--- config.mk ---
export PLATFORM = sky130hd
export DESIGN_NAME = appliance_ctrl_hub_flat
export DESIGN_NICKNAME = d
export VERILOG_FILES = /design/src/rtl/appliance_pkg.sv /design/src/rtl/appliance_ctrl_hub_if.sv /design/src/rtl/appliance_channel.sv /design/src/rtl/appliance_ctrl_hub.sv /design/src/flat_wrapper.sv
export SDC_FILE = /design/constraint.sdc
export NUM_CORES = 1
export LEC_CHECK = 0
export BUFFER_PORTS_ARGS = -buffer_cell sky130_fd_sc_hd__buf_2
export CORE_AREA = 2 2 92 94
export DETAILED_ROUTE_END_ITERATION = 8
export DIE_AREA = 0 0 94 96
export PLACE_DENSITY = 0.85
export SETUP_SLACK_MARGIN = 0.15
export SYNTH_ARGS = -nofsm -noshare
export SYNTH_HDL_FRONTEND = slang
export SYNTH_SLANG_ARGS = --single-unit
--- constraint.sdc ---
create_clock -name clk -period 3.3 [get_ports clk]
set_input_delay 0.66 -clock clk [delete_from_list [all_inputs] [get_ports clk]]
set_output_delay 0.66 -clock clk [all_outputs]
set_load 0.01 [all_outputs]
--- src/rtl/appliance_pkg.sv ---
// Shared constants and helpers for the appliance controller hub:
// the fixed settings index map, the flat settings bus layout and select widths.
package appliance_pkg;

    localparam int SET_POWER = 0;
    localparam int SET_MODE  = 1;

    // The timer always occupies the last slot, whatever the channel size.
    function automatic int set_timer(input int num_set);
        return num_set - 1;
    endfunction

    function automatic int slice_lo(input int dev, input int set, input int num_set, input int data_w);
        return (dev * num_set + set) * data_w;
    endfunction

    function automatic int sel_width(input int n);
        return (n > 1) ? $clog2(n) : 1;
    endfunction

endpackage

--- src/rtl/appliance_ctrl_hub_if.sv ---
// Addressed settings write port: one strobe-qualified write per cycle,
// answered one cycle later by either an ack or an error pulse.
interface appliance_ctrl_hub_if #(
    parameter int NUM_DEV = 4,
    parameter int NUM_SET = 4,
    parameter int DATA_W  = 5
);
    localparam int DEV_W = appliance_pkg::sel_width(NUM_DEV);
    localparam int SET_W = appliance_pkg::sel_width(NUM_SET);

    logic              wr_en;
    logic [DEV_W-1:0]  dev_sel;
    logic [SET_W-1:0]  set_sel;
    logic [DATA_W-1:0] wr_data;
    logic              wr_ack;
    logic              wr_err;

    modport master (
        output wr_en, dev_sel, set_sel, wr_data,
        input  wr_ack, wr_err
    );

    modport slave (
        input  wr_en, dev_sel, set_sel, wr_data,
        output wr_ack, wr_err
    );
endinterface

--- src/rtl/appliance_channel.sv ---
// One appliance channel: settings register file plus the auto-off countdown
// that runs on the shared tick while the channel is powered.
module appliance_channel
    import appliance_pkg::*;
#(
    parameter int NUM_SET = 4,
    parameter int DATA_W  = 5,
    parameter int SET_W   = 2
) (
    input  logic                      clk,
    input  logic                      rst,
    input  logic                      tick,
    input  logic                      wr_hit,
    input  logic [SET_W-1:0]          set_sel,
    input  logic [DATA_W-1:0]         wr_data,
    output logic [NUM_SET*DATA_W-1:0] settings,
    output logic                      power_on,
    output logic                      timer_done
);
    localparam int TIMER_I = set_timer(NUM_SET);

    logic [DATA_W-1:0] regs_reg [NUM_SET];
    logic              done_reg;
    logic              ctrl_write;
    logic              count_en;
    logic              expire;
    logic              decrement;

    // A write to POWER or TIMER owns the countdown state on that edge, so the tick is dropped.
    always_comb begin
        ctrl_write = wr_hit && ((set_sel == SET_W'(TIMER_I)) || (set_sel == SET_W'(SET_POWER)));
        count_en   = tick && !ctrl_write && (regs_reg[SET_POWER] != '0);
        expire     = count_en && (regs_reg[TIMER_I] == DATA_W'(1));
        decrement  = count_en && (regs_reg[TIMER_I] > DATA_W'(1));
    end

    always_ff @(posedge clk) begin
        if (rst) begin
            for (int i = 0; i < NUM_SET; i++) begin
                regs_reg[i] <= '0;
            end
            done_reg <= 1'b0;
        end else begin
            for (int i = 0; i < NUM_SET; i++) begin
                if (wr_hit && (set_sel == SET_W'(i))) begin
                    regs_reg[i] <= wr_data;
                end
            end
            if (expire) begin
                regs_reg[TIMER_I]   <= '0;
                regs_reg[SET_POWER] <= '0;
            end else if (decrement) begin
                regs_reg[TIMER_I] <= regs_reg[TIMER_I] - DATA_W'(1);
            end
            done_reg <= expire;
        end
    end

    generate
        for (genvar gi = 0; gi < NUM_SET; gi++) begin : g_flat
            assign settings[gi*DATA_W +: DATA_W] = regs_reg[gi];
        end
    endgenerate

    assign power_on   = (regs_reg[SET_POWER] != '0);
    assign timer_done = done_reg;

endmodule

--- src/rtl/appliance_ctrl_hub.sv ---
// Appliance controller hub: shared tick prescaler, write address decode with
// range check, ack/err response, and one appliance_channel per device.
module appliance_ctrl_hub
    import appliance_pkg::*;
#(
    parameter int NUM_DEV  = 4,
    parameter int NUM_SET  = 4,
    parameter int DATA_W   = 5,
    parameter int TICK_DIV = 1000
) (
    input  logic                              clk,
    input  logic                              rst,
    appliance_ctrl_hub_if.slave               bus,
    output logic [NUM_DEV-1:0]                power_on,
    output logic [NUM_DEV*NUM_SET*DATA_W-1:0] settings,
    output logic [NUM_DEV-1:0]                timer_done
);
    localparam int          DEV_W   = sel_width(NUM_DEV);
    localparam int          SET_W   = sel_width(NUM_SET);
    localparam int          PRE_W   = $clog2(TICK_DIV);
    localparam logic [31:0] DEV_LIM = NUM_DEV;
    localparam logic [31:0] SET_LIM = NUM_SET;

    logic [PRE_W-1:0]   pre_reg;
    logic               tick;
    logic               in_range;
    logic [NUM_DEV-1:0] wr_hit;
    logic               ack_reg;
    logic               err_reg;

    assign tick = (pre_reg == PRE_W'(TICK_DIV - 1));

    always_ff @(posedge clk) begin
        if (rst) begin
            pre_reg <= '0;
        end else if (tick) begin
            pre_reg <= '0;
        end else begin
            pre_reg <= pre_reg + PRE_W'(1);
        end
    end

    // Only matters for non-power-of-two NUM_DEV / NUM_SET, where selects can exceed the range.
    assign in_range = (32'(bus.dev_sel) < DEV_LIM) && (32'(bus.set_sel) < SET_LIM);

    always_ff @(posedge clk) begin
        if (rst) begin
            ack_reg <= 1'b0;
            err_reg <= 1'b0;
        end else begin
            ack_reg <= bus.wr_en && in_range;
            err_reg <= bus.wr_en && !in_range;
        end
    end

    assign bus.wr_ack = ack_reg;
    assign bus.wr_err = err_reg;

    generate
        for (genvar gi = 0; gi < NUM_DEV; gi++) begin : g_dev
            assign wr_hit[gi] = bus.wr_en && in_range && (bus.dev_sel == DEV_W'(gi));

            appliance_channel #(
                .NUM_SET (NUM_SET),
                .DATA_W  (DATA_W),
                .SET_W   (SET_W)
            ) u_channel (
                .clk        (clk),
                .rst        (rst),
                .tick       (tick),
                .wr_hit     (wr_hit[gi]),
                .set_sel    (bus.set_sel),
                .wr_data    (bus.wr_data),
                .settings   (settings[slice_lo(gi, 0, NUM_SET, DATA_W) +: NUM_SET*DATA_W]),
                .power_on   (power_on[gi]),
                .timer_done (timer_done[gi])
            );
        end
    endgenerate

endmodule

--- src/flat_wrapper.sv ---
// flat-port wrapper written by rule: the top's interface ports become plain ports
module appliance_ctrl_hub_flat import appliance_pkg::*;
#(
    parameter int NUM_DEV  = 4,
    parameter int NUM_SET  = 4,
    parameter int DATA_W   = 5,
    parameter int TICK_DIV = 1000
)
  (clk, rst, power_on, settings, timer_done, bus_wr_en, bus_dev_sel, bus_set_sel, bus_wr_data, bus_wr_ack, bus_wr_err);
  appliance_ctrl_hub_if #(.NUM_DEV(NUM_DEV), .NUM_SET(NUM_SET), .DATA_W(DATA_W)) bus_i ();
  input  logic clk;
  input  logic rst;
  output logic [NUM_DEV-1:0] power_on;
  output logic [NUM_DEV*NUM_SET*DATA_W-1:0] settings;
  output logic [NUM_DEV-1:0] timer_done;
  input wire logic [$bits(bus_i.wr_en)-1:0] bus_wr_en;
  input wire logic [$bits(bus_i.dev_sel)-1:0] bus_dev_sel;
  input wire logic [$bits(bus_i.set_sel)-1:0] bus_set_sel;
  input wire logic [$bits(bus_i.wr_data)-1:0] bus_wr_data;
  output wire logic [$bits(bus_i.wr_ack)-1:0] bus_wr_ack;
  output wire logic [$bits(bus_i.wr_err)-1:0] bus_wr_err;
  assign bus_i.wr_en = bus_wr_en;
  assign bus_i.dev_sel = bus_dev_sel;
  assign bus_i.set_sel = bus_set_sel;
  assign bus_i.wr_data = bus_wr_data;
  assign bus_wr_ack = bus_i.wr_ack;
  assign bus_wr_err = bus_i.wr_err;
  appliance_ctrl_hub #(.NUM_DEV(NUM_DEV), .NUM_SET(NUM_SET), .DATA_W(DATA_W), .TICK_DIV(TICK_DIV)) u_core (.clk(clk), .rst(rst), .bus(bus_i), .power_on(power_on), .settings(settings), .timer_done(timer_done));
endmodule
==> results of run 1 <==
kinds of logic after synthesis:
logic type / count (synthesis)
AND/OR/NAND/NOR: 205
flip-flops: 95
AO/OA/AOI/OAI: 75
buffers and inverters: 42
XOR/XNOR: 20
adder cells (fa/ha/maj): 13
other: 1
through the flow:
stage          hold slack (ns)  util [%]  total power (W)  cells  worst slack (ns)
4_1_cts                  0.450      66.7          0.00228    650             0.826
3_5_place_dp             0.438      64.5          0.00161    634             0.488
2_1_floorplan            0.418         -          0.00152    451             0.915
5_1_grt                  0.476      66.7          0.00235    650             0.649
3_3_place_gp             0.431      64.5          0.00160    634             0.615
6_report                 0.451      66.7          0.00228    650             0.830
worst max-delay path, delay by kind of cell:
family                     cells  cell delay [ns]
AOI/OAI and AO/OA              2             0.57
adders and majority gates      1             0.35
buffers and inverters          2             0.19
and+or+nand+nor                3             0.82
layout by cell type, fill, tap and decap left out, types with 4 or more instances in the layout:
master	n
a21o_1	8
a21oi_1	18
a22oi_1	10
a2bb2oi_1	5
and2_1	37
buf_2	100
buf_4	6
clkbuf_8	10
clkinvlp_4	4
dfxtp_1	35
edfxtp_1	60
ha_1	13
inv_1	14
nand2_1	38
nand3_1	21
nor2_1	50
nor2b_1	8
nor3_1	16
nor3b_1	6
o2bb2ai_1	11
or2_2	4
xnor2_1	15
xor2_1	5
final timing paths:
check / startpoint / endpoint
max: bus_set_sel[0] / u_core.g_dev[1].u_channel.regs_reg[0][18]$_DFFE_PP_
min: u_core.pre_reg[0]$_SDFF_PP0_ / u_core.pre_reg[0]$_SDFF_PP0_
max reg2reg: u_core.pre_reg[0]$_SDFF_PP0_ / u_core.g_dev[2].u_channel.regs_reg[0][18]$_DFFE_PP_
min reg2reg: u_core.pre_reg[0]$_SDFF_PP0_ / u_core.pre_reg[0]$_SDFF_PP0_
area by class of cell:
cell class	count	area [um2]
clock buffer	11	141
clock inverter	5	35.0
fill	637	2690
inverter	14	52.6
multi-input combinational	314	1960
sequential	95	2500
tap	105	131
timing repair buffer	106	546
power by group:
part	internal, W	leakage (nW)	total, W	switching, W
registers	0.00131	0.873	0.00134	0.0000281
logic	0.0000928	1.26	0.000251	0.000158
clock network	0.000293	0.0776	0.000694	0.000401
total	0.00169	2.21	0.00228	0.000587
metal layers:
layer  wire, um  GRT usage (%)
met5          0              0
met4        222           9.18
met3       1200           5.79
met2       5110           39.2
met1       4380           33.4
==> flow_metrics.py, run 1 <==
metrics = {
    "yosys": {
        "netlist_instances": 451,
        "yosysMostFrequentCell": "edfxtp_1",
        "synth_warnings": 0,
        "ys_seq_area_share_pct": 53.6,
        "avgSynthCellArea_um2": 10.3,
        "synth_fp_nets": 476,
        "synthMuxAreaShare_pct": 0,
        "synth_edf_count": 60,
        "synth_top_area_share_pct": 38.6,
        "synth_top_family_by_area": "simple AND/OR/NAND/NOR gates",
        "synth_compound_area_share_pct": 11.8,
        "synthSimpleGateAreaFrac_pct": 22.8,
        "yosysUniqueCellTypes": 52,
        "yosys.area.top_type": "edfxtp_1",
        "synth_area_mm2": 0.00466,
        "synthTopCellsByArea": "edfxtp_1 (39%), dfxtp_1 (15%), and2_1 (5.0%)",
        "synth_seq_cells": 95,
        "synth_adder_area_share_pct": 3.49,
        "ys_top_cells_by_count": "edfxtp_1 (60), nor2_1 (50), nand2_1 (38)",
        "async_reset_ff_share_pct": 0,
        "synth_flop_cell": "edfxtp_1",
        "synthXorXnorAreaFrac_pct": 3.76,
    },
    "critical_path": {
        "critPathMaxFanout": 15,
        "endpoint_kind": "flop",
        "critPathSlowestCell": "nor4bb_1",
        "r2r_setup_slack_ns": 0.94,
        "r2r_cells": 4,
        "cp-start-kind": "primary input",
        "cp.arrival_ns": 2.60,
        "required_ns": 3.43,
        "setup.worst_path.class": "in -> reg",
        "crit_chain": "buf_2 -> inv_1 -> ha_1 -> nor4bb_1 -> nand4b_1 -> o21ai_1 -> a22oi_1 -> nor2_1",
        "max_stage_delay_ns": 0.56,
    },
    "timing": {
        "worst_pin_slew_ns": 0.879,
        "setup_viol": 0,
        "hold_viol_final": 0,
        "fin_crit_sh_pct": 74.8,
        "maxSlewHeadroom_pct": 41.0,
        "period_minus_slack_ns": 2.47,
        "timing.fmax_mhz": 405,
        "maxSlewViolCount": 0,
        "grt_setup_unrepaired": "false",
        "tns_ns": 0,
        "fin_skew_ns": 0.00900,
    },
    "routing": {
        "first_iter_violations": 293,
        "wl_um": 10900,
        "drtAntennaViolNets": 0,
        "drc": 0,
        "dr.pass1.iters": 5,
        "routedWlPerCell_um": 16.8,
        "viasPerCell": 5.77,
        "vias": 3751,
    },
    "floorplanning": {
        "die_y_um": 96,
        "die_w_um": 94,
        "start_util_pct": 57.9,
        "dieArea_mm2": 0.00902,
        "core_mm2": 0.00805,
        "row_count": 33,
        "num_io_pins": 102,
    },
    "cts": {
        "postCtsSetupRepairBufs": 0,
        "cts_tree": "yes",
        "htree_levels": 3,
        "clock_latency_ns": 0.36,
        "cts_buffers": 9,
        "cts.clk_slew.worst_paths_ns": 0.09,
        "clock_path_buffers": 2,
        "ctsResizeCount": 0,
        "cts_hold_buf": 0,
        "cts-root-buf": "clkbuf_8",
        "clock_sinks": 95,
    },
    "global_route": {
        "grt_pass1_wl_um": 16900,
        "grt.overflow.total": 0,
        "grt.total_usage_pct": 24.7,
        "grt_pass1_vias": 3374,
        "antenna_found_initial": 0,
        "grt_max_degree": 30,
    },
    "place": {
        "placed_cell_area_mm2": 0.00519,
        "place_congestion": 0.807,
        "io_buffers": 100,
        "hpwl_um": 7710,
    },
    "finish": {
        "drive_above_1_share_pct": 24.0,
        "largest_reg_flops": 80,
        "nets": 565,
        "syn2layout_area_growth_pct": 15.0,
        "stdcell_area_mm2": 0.00537,
        "n_antenna_cell": 0,
    },
    "power": {
        "ir_drop_mv": 0.185,
        "power.density_mw_per_mm2": 425,
        "power.leakage_nw": 2.21,
    },
    "hold_path": {
        "hold_class": "reg -> reg",
        "holdPathStages": 1,
    },
    "run": {
        "maxCapViolCount": 0,
    },
    "status": {
        "outcome": "finished, final reports clean",
    },
}
(Power assumes the default switching activity.)
==> run 2, diff against run 1 <==
--- a/config.mk
+++ b/config.mk
@@ -5,11 +5,12 @@
 export SDC_FILE = /design/constraint.sdc
 export NUM_CORES = 1
 export LEC_CHECK = 0
+export ABC_AREA = 1
 export BUFFER_PORTS_ARGS = -buffer_cell sky130_fd_sc_hd__buf_2
-export CORE_AREA = 2 2 92 94
+export CORE_AREA = 2 2 97 99
 export DETAILED_ROUTE_END_ITERATION = 8
-export DIE_AREA = 0 0 94 96
-export PLACE_DENSITY = 0.85
+export DIE_AREA = 0 0 99 101
+export PLACE_DENSITY = 0.79
 export SETUP_SLACK_MARGIN = 0.15
 export SYNTH_ARGS = -nofsm -noshare
 export SYNTH_HDL_FRONTEND = slang
==> constraint.sdc (replaced) <==
create_clock -name clk -period 2.4 [get_ports clk]
set_input_delay 0.48 -clock clk [delete_from_list [all_inputs] [get_ports clk]]
set_output_delay 0.48 -clock clk [all_outputs]
set_load 0.01 [all_outputs]
==> flow_metrics.py, run 2 <==
metrics = {
    "power": {
        "p_seq_share_pct": 56.3,
        "p_comb_share_pct": 12.2,
        "internal_power_w": 0.00244,
        "clock_power_share_pct": 31.5,
        "p_sw_w": 0.000887,
        "ir_drop_mv": 0.277,
        "power.density_mw_per_mm2": 604,
        "swShare_pct": 26.7,
        "power.leakage_nw": 2.52,
    },
    "place": {
        "placed_cell_area_mm2": 0.00531,
        "place_congestion": 0.883,
        "place_inst": 749,
        "hpwl_um": 8350,
        "io_buffers": 100,
    },
    "critical_path": {
        "required_ns": 2.47,
        "cp.arrival_ns": 2.03,
        "max_stage_delay_ns": 0.44,
        "crit_top_cell": "nand2_1",
        "critPathSlowestCell": "dfxtp_1",
        "crit_buf_inv": 2,
        "path_delay_family": "simple AND/OR/NAND/NOR gates",
        "setup.worst_path.class": "reg -> reg",
        "cp-start-kind": "flop",
        "endpoint_kind": "flop",
        "crit_chain": "ha_1 -> nand2_1 -> inv_2 -> nand3_2 -> nor2_4 -> nand3_4 -> nand2_1 -> inv_2 -> nand2_1",
        "critPathMaxFanout": 8,
    },
    "finish": {
        "syn2layout_area_growth_pct": 15.2,
        "largest_reg_flops": 80,
        "nets": 674,
        "n_antenna_cell": 0,
        "fin_cells": 765,
        "layout_common_cells": "nand2_1 (106), nor2_1 (102), buf_2 (100)",
        "utilization_pct": 61.3,
        "mostFrequentLayoutCell": "nand2_1",
        "drive_above_1_share_pct": 23.2,
        "stdcell_area_mm2": 0.00551,
    },
    "floorplanning": {
        "die_y_um": 101,
        "num_io_pins": 102,
        "row_count": 35,
        "dieArea_mm2": 0.0100,
        "core_mm2": 0.00898,
        "start_util_pct": 53.2,
        "die_w_um": 99,
    },
    "timing": {
        "tns_ns": 0,
        "period_minus_slack_ns": 1.97,
        "whs_ns": 0.435,
        "maxSlewHeadroom_pct": 51.0,
        "maxSlewViolCount": 0,
        "grt_setup_unrepaired": "false",
        "fin_skew_ns": 0.0107,
        "timing.fmax_mhz": 509,
        "hold_viol_final": 0,
        "fin_crit_sh_pct": 81.9,
        "worst_pin_slew_ns": 0.728,
        "setup_viol": 0,
    },
    "routing": {
        "vias": 3957,
        "drtAntennaViolNets": 0,
        "routed.top_layer": "met4",
        "drc": 0,
        "first_iter_violations": 254,
        "dr.pass1.iters": 6,
        "dr_wl_met3_um": 774,
        "routedWlPerCell_um": 14.4,
        "wl_met2_um": 5140,
        "wl_um": 11000,
        "met1Wirelength_um": 4850,
        "viasPerCell": 5.17,
    },
    "global_route": {
        "grt_pass1_vias": 3740,
        "grt_pass1_wl_um": 18000,
        "antenna_found_initial": 0,
        "grt_max_degree": 17,
        "grt.overflow.total": 0,
        "grt.total_usage_pct": 22.9,
    },
    "hold_path": {
        "hold_class": "in -> reg",
    },
    "yosys": {
        "synth_top_area_share_pct": 37.7,
        "synth_warnings": 0,
        "avgSynthCellArea_um2": 8.60,
        "synthTopCellsByArea": "edfxtp_1 (38%), dfxtp_1 (15%), nand2_1 (8.3%)",
        "synth_flop_cell": "edfxtp_1",
        "async_reset_ff_share_pct": 0,
        "synth_fp_nets": 581,
        "synth_seq_cells": 95,
        "ys_seq_area_share_pct": 52.4,
        "ys_top_cells_by_count": "nand2_1 (106), nor2_1 (102), inv_1 (61)",
        "yosysUniqueCellTypes": 32,
        "yosysMostFrequentCell": "nand2_1",
        "yosys.area.top_type": "edfxtp_1",
        "synth_edf_count": 60,
        "synth_area_mm2": 0.00478,
        "netlist_instances": 556,
    },
    "cts": {
        "htree_levels": 3,
        "cts-root-buf": "clkbuf_8",
        "cts_buffers": 9,
        "clock_sinks": 95,
        "cts_hold_buf": 0,
        "cts.clk_slew.worst_paths_ns": 0.09,
        "clock_path_buffers": 2,
        "cts_tree": "yes",
        "clock_latency_ns": 0.37,
        "ctsResizeCount": 0,
        "postCtsSetupRepairBufs": 0,
    },
    "run": {
        "maxCapViolCount": 0,
    },
    "status": {
        "outcome": "finished, final reports clean",
    },
}
run 2: cell types whose count changed after synthesis, sizes merged, moves of 12 or more:
cell and delta:
nand2 +74, nor2 +63, inv +55, o21ai +48, and2 -37, nand3 +16, xnor2 -15, a21oi -12
run 2: power by group through the flow:
stage               registers, W  logic, W  clock network (W)
global route             0.00188  0.000453            0.00112
finish                   0.00187  0.000405            0.00105
floorplan                0.00195  0.000211                  0
global placement         0.00191  0.000396                  0
CTS                      0.00187  0.000407            0.00106
detailed placement       0.00191  0.000405                  0
run 2: final timing paths:
check	start	end	slack [ns]	cells after the start
setup / recovery	u_core.pre_reg[0]$_SDFF_PP0_	u_core.g_dev[2].u_channel.regs_reg[0][19]$_DFFE_PP_	0.43	9
hold / removal	bus_wr_en	u_core.bus.wr_ack$_SDFF_PP0_	0.44	3
setup reg to reg	u_core.pre_reg[0]$_SDFF_PP0_	u_core.g_dev[2].u_channel.regs_reg[0][19]$_DFFE_PP_	0.43	9
hold reg to reg	u_core.pre_reg[4]$_SDFF_PP0_	u_core.pre_reg[4]$_SDFF_PP0_	0.50	2
run 2: cell type report:
cell class	count	area (um2)
Multi-Input combinational cell	372	1900
Clock buffer	9	124
Inverter	69	259
Clock inverter	7	68.8
Fill cell	765	3470
Sequential cell	95	2500
Timing Repair Buffer	102	515
Tap cell	111	139
run 2: stage by stage:
| step | power (W) | setup WS [ns] |
|---|---|---|
| global route | 0.00346 | 0.238 |
| detailed placement | 0.00231 | 0.344 |
| finish | 0.00332 | 0.434 |
| global placement | 0.00230 | 0.403 |
| floorplan | 0.00216 | 0.668 |
| CTS | 0.00334 | 0.445 |
run 2: metal layers:
| metal | vias to the layer above | GRT usage [%] |
|---|---|---|
| met4 | 0 | 9.91 |
| met1 | 1808 | 30.4 |
| met2 | 154 | 37.3 |
| met3 | 22 | 4.02 |
| li1 | 1973 | - |
| met5 | - | 0 |
run 2: worst register-to-register path, stage by stage, from the launching register on:
cell     delay [ns]
dfxtp_1        0.44
ha_1           0.24
nand2_1        0.08
inv_2          0.09
nand3_2        0.10
nor2_4         0.24
nand3_4        0.15
nand2_1        0.10
inv_2          0.06
nand2_1        0.18
run 2: cell families (layout without fill, tap and decap cells):
kind of cell,Yosys count,in the layout,synth area share (%)
compound gates,61,61,6.86
buf+inv,89,187,7.93
fa+ha+maj,13,13,3.40
other cells,1,1,0.0785
xor+xnor,12,12,2.20
flops,95,95,52.4
simple gates,285,285,27.2
==> run 3, diff against run 2 <==
==> constraint.sdc (replaced) <==
create_clock -name clk -period 1.9 [get_ports clk]
set_input_delay 0.38 -clock clk [delete_from_list [all_inputs] [get_ports clk]]
set_output_delay 0.38 -clock clk [all_outputs]
set_load 0.01 [all_outputs]
==> flow_metrics.py, run 3 (synthesis gave the netlist of run 2 again) <==
metrics = {
    "timing": {
        "fin_skew_ns": 0.0170,
        "setup_viol": 0,
        "fin_crit_sh_pct": 87.1,
        "hold_viol_final": 0,
        "whs_ns": 0.329,
        "grt_setup_unrepaired": "true",
        "maxSlewViolCount": 0,
        "timing.fmax_mhz": 604,
        "tns_ns": 0,
        "period_minus_slack_ns": 1.66,
    },
    "cts": {
        "clock_latency_ns": 0.37,
        "cts_tree": "yes",
        "htree_levels": 3,
        "cts.clk_slew.worst_paths_ns": 0.10,
        "clock_sinks": 95,
        "cts-root-buf": "clkbuf_8",
        "cts_buffers": 9,
        "cts_hold_buf": 0,
        "clock_path_buffers": 2,
    },
    "finish": {
        "mostFrequentLayoutCell": "nand2_1",
        "layout_common_cells": "nand2_1 (103), nor2_1 (100), buf_2 (100)",
        "utilization_pct": 63.8,
        "n_antenna_cell": 0,
        "stdcell_area_mm2": 0.00573,
        "fin_cells": 784,
        "nets": 693,
        "drive_above_1_share_pct": 27.5,
        "largest_reg_flops": 80,
        "syn2layout_area_growth_pct": 19.8,
    },
    "routing": {
        "drtAntennaViolNets": 0,
        "first_iter_violations": 250,
        "viasPerCell": 5.24,
        "wl_um": 11400,
        "routedWlPerCell_um": 14.6,
        "dr.pass1.iters": 5,
        "vias": 4111,
        "drc": 0,
    },
    "place": {
        "hpwl_um": 8500,
        "place_inst": 761,
        "io_buffers": 100,
        "placed_cell_area_mm2": 0.00540,
        "place_congestion": 0.914,
    },
    "critical_path": {
        "path_delay_family": "simple AND/OR/NAND/NOR gates",
        "crit_chain": "ha_4 -> nand2_1 -> inv_2 -> nand3_2 -> nor2_4 -> nand3_4 -> nand2_1 -> inv_2 -> nand2_1 -> o21ai_1",
        "critPathSlowestCell": "dfxtp_4",
        "r2r_setup_slack_ns": 0.24,
        "crit_buf_inv": 2,
        "endpoint_kind": "flop",
        "r2r_cells": 10,
        "max_stage_delay_ns": 0.37,
        "cp-start-kind": "flop",
        "crit_start": "u_core.pre_reg[1]$_SDFF_PP0_",
        "r2r-end": "u_core.g_dev[1].u_channel.regs_reg[0][17]$_DFFE_PP_",
        "crit_top_cell": "nand2_1",
        "setup.worst_path.class": "reg -> reg",
        "critPathMaxFanout": 9,
        "cp.arrival_ns": 1.79,
        "required_ns": 2.03,
        "reg2reg_from": "u_core.pre_reg[1]$_SDFF_PP0_",
    },
    "global_route": {
        "grt.overflow.total": 0,
        "antenna_found_initial": 0,
        "grt_pass1_wl_um": 18100,
        "grt.total_usage_pct": 23.2,
        "grt_max_degree": 17,
        "grt_pass1_vias": 3651,
    },
    "status": {
        "outcome": "finished, final reports clean",
    },
    "run": {
        "maxCapViolCount": 0,
    },
    "hold_path": {
        "min-delay-start": "bus_wr_en",
        "worstHoldEndpoint": "u_core.bus.wr_ack$_SDFF_PP0_",
        "holdPathStages": 3,
        "hold_class": "in -> reg",
    },
    "floorplanning": {
        "core_mm2": 0.00898,
        "row_count": 35,
        "die_y_um": 101,
        "start_util_pct": 53.2,
        "num_io_pins": 102,
        "die_w_um": 99,
        "dieArea_mm2": 0.0100,
    },
    "power": {
        "power.density_mw_per_mm2": 763,
        "ir_drop_mv": 0.370,
        "power.leakage_nw": 2.63,
    },
}
## run 3: how the worst max path moves through the flow
stage,endpoint,slack (ns),depth (start not counted)
after floorplan,u_core.g_dev[2].u_channel.regs_reg[0][15]$_DFFE_PP_,0.21,9
after global placement,u_core.g_dev[3].u_channel.regs_reg[0][18]$_DFFE_PP_,0.06,9
after detailed placement,u_core.g_dev[0].u_channel.regs_reg[0][6]$_DFFE_PP_,-0.02,11
after CTS,u_core.g_dev[1].u_channel.regs_reg[0][19]$_DFFE_PP_,0.17,7
after global routing,u_core.g_dev[2].u_channel.regs_reg[0][18]$_DFFE_PP_,0.14,10
final,u_core.g_dev[1].u_channel.regs_reg[0][17]$_DFFE_PP_,0.24,10
## run 3: cell type report
class	count	area, um2
Fill cell	720	3250
Sequential cell	95	2510
Multi-Input combinational cell	372	1940
Timing Repair Buffer	121	658
Inverter	69	262
Tap cell	111	139
Clock buffer	10	128
Clock inverter	6	90.1
## run 3: repair_timing
action / in CTS / in global routing
buffers inserted: 1 / 6
setup endpoints to repair: 18 / 46
pin swaps: 1 / 2
resized for setup: 4 / 14
## run 3: layer usage
| metal | vias up | track usage [%] | wire, um |
|---|---|---|---|
| met5 | - | 0 | 0 |
| met1 | 1904 | 30.9 | 4810 |
| met2 | 178 | 38.6 | 5460 |
| met3 | 19 | 3.88 | 914 |
| li1 | 2010 | - | - |
| met4 | 0 | 8.32 | 243 |
## run 3: metrics by stage
| step | worst slack, ns | total power (W) |
|---|---|---|
| floorplan | 0.213 | 0.00272 |
| global placement | 0.0582 | 0.00292 |
| detailed placement | -0.0180 | 0.00294 |
| CTS | 0.169 | 0.00438 |
| global route | 0.139 | 0.00455 |
| finish | 0.245 | 0.00437 |
## run 3: worst register-to-register path: cells and delay by family, from the launching register on
kind	cells	cell delay [ns]
and+or+nand+nor	6	0.72
buffers and inverters	2	0.15
DFF	1	0.37
adders and majority gates	1	0.14
AOI/OAI and AO/OA	1	0.06
## run 3: power by group
part / leakage (nW) / switching [W] / total [W] / internal [W]
registers: 0.880 / 0.0000664 / 0.00237 / 0.00230
logic: 1.64 / 0.000354 / 0.000546 / 0.000191
clock network: 0.107 / 0.000710 / 0.00146 / 0.000749
total: 2.63 / 0.00113 / 0.00437 / 0.00324
